File: src/rtl/handshake_arb_pkg.sv
// Shared definitions for the handshake shared-resource arbiters.
// Holds index-width sizing and the default constant payload.
package handshake_arb_pkg;

    localparam int unsigned DEFAULT_DATA_WIDTH = 30;
    localparam logic [DEFAULT_DATA_WIDTH-1:0] DEFAULT_CONST_VALUE =
        30'b110010000110100110110001110100;

    // Index width for n requesters; never narrower than one bit.
    function automatic int unsigned idx_width(input int unsigned n);
        return (n > 1) ? $clog2(n) : 1;
    endfunction

endpackage

File: src/rtl/rr_priority_picker.sv
// Combinational round-robin search: first asserted request after last_grant,
// wrapping at NUM_REQ-1 back to 0.
module rr_priority_picker
    import handshake_arb_pkg::*;
#(
    parameter int unsigned NUM_REQ   = 4,
    parameter int unsigned IDX_WIDTH = idx_width(NUM_REQ)
) (
    input  logic [NUM_REQ-1:0]   i_req,
    input  logic [IDX_WIDTH-1:0] i_last_grant,
    output logic [IDX_WIDTH-1:0] o_grant,
    output logic                 o_any_req
);

    logic [IDX_WIDTH-1:0] w_cand;

    // Walk offsets from farthest to nearest so the nearest hit is written last.
    always_comb begin
        o_grant   = '0;
        o_any_req = 1'b0;
        w_cand    = '0;
        for (int unsigned k = NUM_REQ; k > 0; k--) begin
            w_cand = IDX_WIDTH'((32'(i_last_grant) + k) % NUM_REQ);
            if (i_req[w_cand]) begin
                o_grant   = w_cand;
                o_any_req = 1'b1;
            end
        end
    end

endmodule

File: src/rtl/handshake_constant_arbiter.sv
// Round-robin arbiter sharing one handshake constant source among NUM_REQ
// ctrl requesters; each won token becomes one registered output token.
module handshake_constant_arbiter
    import handshake_arb_pkg::*;
#(
    parameter int unsigned           NUM_REQ     = 4,
    parameter int unsigned           DATA_WIDTH  = DEFAULT_DATA_WIDTH,
    parameter logic [DATA_WIDTH-1:0] CONST_VALUE = DEFAULT_CONST_VALUE,
    parameter int unsigned           IDX_WIDTH   = idx_width(NUM_REQ)
) (
    input  logic                  clk,
    input  logic                  rst,
    input  logic [NUM_REQ-1:0]    ins_valid,
    output logic [NUM_REQ-1:0]    ins_ready,
    output logic [DATA_WIDTH-1:0] outs,
    output logic [IDX_WIDTH-1:0]  outs_index,
    output logic                  outs_valid,
    input  logic                  outs_ready
);

    logic                 r_valid;
    logic [IDX_WIDTH-1:0] r_index;
    logic [IDX_WIDTH-1:0] r_last_grant;

    logic                 w_load;
    logic [IDX_WIDTH-1:0] w_grant;
    logic                 w_any_req;

    rr_priority_picker #(
        .NUM_REQ   (NUM_REQ),
        .IDX_WIDTH (IDX_WIDTH)
    ) u_picker (
        .i_req        (ins_valid),
        .i_last_grant (r_last_grant),
        .o_grant      (w_grant),
        .o_any_req    (w_any_req)
    );

    // The output slot can accept when empty or when drained this same cycle.
    assign w_load = !r_valid || outs_ready;

    // Gate with rst so no upstream token is consumed while reset is held.
    always_comb begin
        ins_ready = '0;
        if (rst && w_load && w_any_req) begin
            ins_ready[w_grant] = 1'b1;
        end
    end

    always_ff @(posedge clk or negedge rst) begin
        if (!rst) begin
            r_valid      <= 1'b0;
            r_index      <= '0;
            r_last_grant <= IDX_WIDTH'(NUM_REQ - 1);
        end else if (w_load) begin
            r_valid <= w_any_req;
            if (w_any_req) begin
                r_index      <= w_grant;
                r_last_grant <= w_grant;
            end
        end
    end

    assign outs       = CONST_VALUE;
    assign outs_index = r_index;
    assign outs_valid = r_valid;

endmodule

File: config.mk
export PLATFORM = sky130hd
export DESIGN_NAME = handshake_constant_arbiter
export DESIGN_NICKNAME = d
export VERILOG_FILES = /design/src/rtl/handshake_arb_pkg.sv /design/src/rtl/rr_priority_picker.sv /design/src/rtl/handshake_constant_arbiter.sv
export SDC_FILE = /design/constraint.sdc
export NUM_CORES = 1
export LEC_CHECK = 0
export ABC_AREA = 1
export BUFFER_PORTS_ARGS = -buffer_cell sky130_fd_sc_hd__buf_4
export CAP_MARGIN = 5
export CELL_PAD_IN_SITES_DETAIL_PLACEMENT = 1
export CELL_PAD_IN_SITES_GLOBAL_PLACEMENT = 1
export CORE_ASPECT_RATIO = 0.5
export CORE_MARGIN = 2
export CORE_UTILIZATION = 29
export CTS_BUF_LIST = sky130_fd_sc_hd__clkbuf_8
export DETAILED_ROUTE_END_ITERATION = 16
export MAX_ROUTING_LAYER = met4
export PLACE_DENSITY = 0.81
export SLEW_MARGIN = 10
export SYNTH_ARGS = -nofsm -noshare
export SYNTH_HDL_FRONTEND = slang
export SYNTH_SLANG_ARGS = --single-unit
File: constraint.sdc
create_clock -name clk -period 2.4 [get_ports clk]
set_clock_uncertainty 0.2 [all_clocks]
set_input_delay 0.48 -clock clk [delete_from_list [all_inputs] [get_ports clk]]
set_output_delay 0.48 -clock clk [all_outputs]
set_load 0.1 [all_outputs]
==> results.yml <==
outcome:
  status: "finished with violations"
  violations: "setup timing"
critical_path:
  worstReg2RegEnd: "outs_index[1]$_DFFE_PN0P_"
  crit_required_ps: 1720
  crit_path_start_kind: "register"
  worstPathArrival_ps: 1960
  ff2ff_path_depth: 12
  r2r-start: "r_last_grant[0]$_DFFE_PN1P_"
  regToRegSetupSlack_ps: 440
  path_class: "reg -> out"
  endpoint: "ins_ready[3]"
  endpoint_kind: "output port"
  path_max_fanout: 8
  cp-startpoint: "r_last_grant[0]$_DFFE_PN1P_"
finish:
  final_area_um2: 1040
  layout_commonest_cell: "conb_1"
  finalNonFillerCells: 178
  nNetsFinal: 149
  layout-drive-gt1-share_pct: 47.5
  final_cell_mix: "conb_1, nand2_1, nand2_2"
  syn2layout_area_growth_pct: 36.8
  diodes: 0
global_routing:
  grt_pass1_wl_um: 2730
  overflow: 0
  grt_pass1_vias: 613
  grt_usage_pct: 12.3
  grt_max_degree: 9
  antenna_found_initial: 0
placed_design:
  dp_hpwl_um: 1430
  post-place-ws_ps: -112
  placed_cells: 171
  place.gp.congestion: 0.824
  port_buffers: 13
  placed_area_um2: 895
synthesis:
  postSynthAreaPerCell_um2: 6.48
  ys_warn_count: 0
  syn-cell-area_um2: 758
  synth_cells: 117
  synth_cell_types: 16
  synth_seq_cells: 5
  ys_seq_area_share_pct: 16.8
sta:
  fin_ws_ps: -236
  finalHoldViolCount: 0
  fmax_mhz: 379
  rsz0062_at_grt: "true"
  drv_slew: 0
  post-route-period-util_pct: 110
  tns_ps: -880
  finalSetupViolCount: 4
  layout_min_cycle_time_ps: 2640
detailed_routing:
  ant_nets: 0
  dr.pass1.iters: 3
  drt_iter0_markers: 21
  viasPerCell: 3.78
  drc_errors: 0
  wirelength_um: 1880
  vias: 673
  wl_per_cell_um: 10.6
hold_path:
  hp-class: "in -> async"
clocking:
  clock-sinks: 5
  ctsLongestPathBuffers: 2
  cts_tree: "done"
  cts_root_buffer: "clkbuf_8"
  numCtsBuffers: 3
  htree_num_levels: 1
  clock_latency_ps: 220
  clkTransAtPathRegs_ps: 30
die:
  ios: 44
  die_w_um: 76.3
  core_um2: 2540
  die-height_um: 40.2
  initial_core_util_pct: 29.9
  rows: 13
  die_area_um2: 3060
job:
  cap_violations: 0
==> metrics by stage <==
stage | util [%] | hold WS (ps)
5_1_grt | 40.9 | 11.7
2_1_floorplan | - | -15.6
4_1_cts | 40.5 | 13.6
6_report | 40.9 | 15.2
3_5_place_dp | 35.3 | 86.8
3_3_place_gp | 35.3 | 86.7
==> how the worst min path moves through the flow <==
stage	slack (ps)	to	cells past startpoint	from
after CTS	10	r_last_grant[1]$_DFFE_PN1P_	1	rst
after global routing	10	r_last_grant[0]$_DFFE_PN1P_	1	rst
after floorplan	-20	outs_index[0]$_DFFE_PN0P_	0	rst
final	20	r_last_grant[1]$_DFFE_PN1P_	1	rst
after global placement	90	outs_index[1]$_DFFE_PN0P_	1	rst
after detailed placement	90	outs_valid$_DFFE_PN0N_	1	rst
==> sequential cells by signal, summed over array words and instances (netlist names) <==
register,flops
outs_index,2
r_last_grant,2
outs_valid,1
==> worst max-delay path: stages, from the launching register on <==
cell and delay [ps]:
dfstp_2 630, nand2_1 120, nand3_1 120, nand2_1 70
inv_1 100, nand2_1 70, nand2_1 70, nand2_2 60
nand2_2 90, nand2_2 90, nor2_4 130, buf_12 180
==> per-layer routing <==
| metal | vias to the layer above | routed length (um) | global-route usage [%] |
|---|---|---|---|
| met1 | 312 | 774 | 13.0 |
| met3 | 0 | 100 | 2.03 |
| met4 | 0 | 0 | 4.09 |
| met5 | - | 0 | - |
| met2 | 25 | 1010 | 25.2 |
| li1 | 336 | - | - |
==> final cells by class <==
class                   instances  area [um2]
repair buffers                 23         238
fillers                       349        1500
clock buffers                   3        41.3
inverters                      13        56.3
well taps                      37        46.3
clock inverters                 1        3.75
multi-input cells              96         523
flip-flops and latches          5         129
==> cells by family after synthesis <==
kind of cell / synth area share [%]
compound gates: 1.16
other cells: 0.990
buf+inv: 38.3
simple gates: 42.7
flops: 16.8
==> what timing repair did <==
action                     4_1_cts  5_1_grt
setup buffers                    2        0
gates resized for setup         15        4
setup endpoints to repair        4        4
hold endpoints to repair         3        0
hold buffers                     1        0
pin swaps                        4        0
==> cell usage after synthesis <==
library cell | count | share of area, %
a21oi_2 | 1 | 1.2
buf_4 | 30 | 30
buf_6 | 1 | 1.5
conb_1 | 2 | 0.99
dfrtp_1 | 3 | 9.9
dfstp_2 | 2 | 6.9
inv_1 | 9 | 4.5
inv_2 | 3 | 1.5
inv_6 | 1 | 1.2
nand2_1 | 32 | 16
nand2_2 | 13 | 11
nand2_4 | 2 | 3.0
nand3_1 | 9 | 5.9
nand3_2 | 1 | 1.3
nor2_1 | 6 | 3.0
nor2_4 | 2 | 3.0
Power is not shown: default switching activity piles up to over one toggle a cycle in this logic, so the estimate is an artifact.
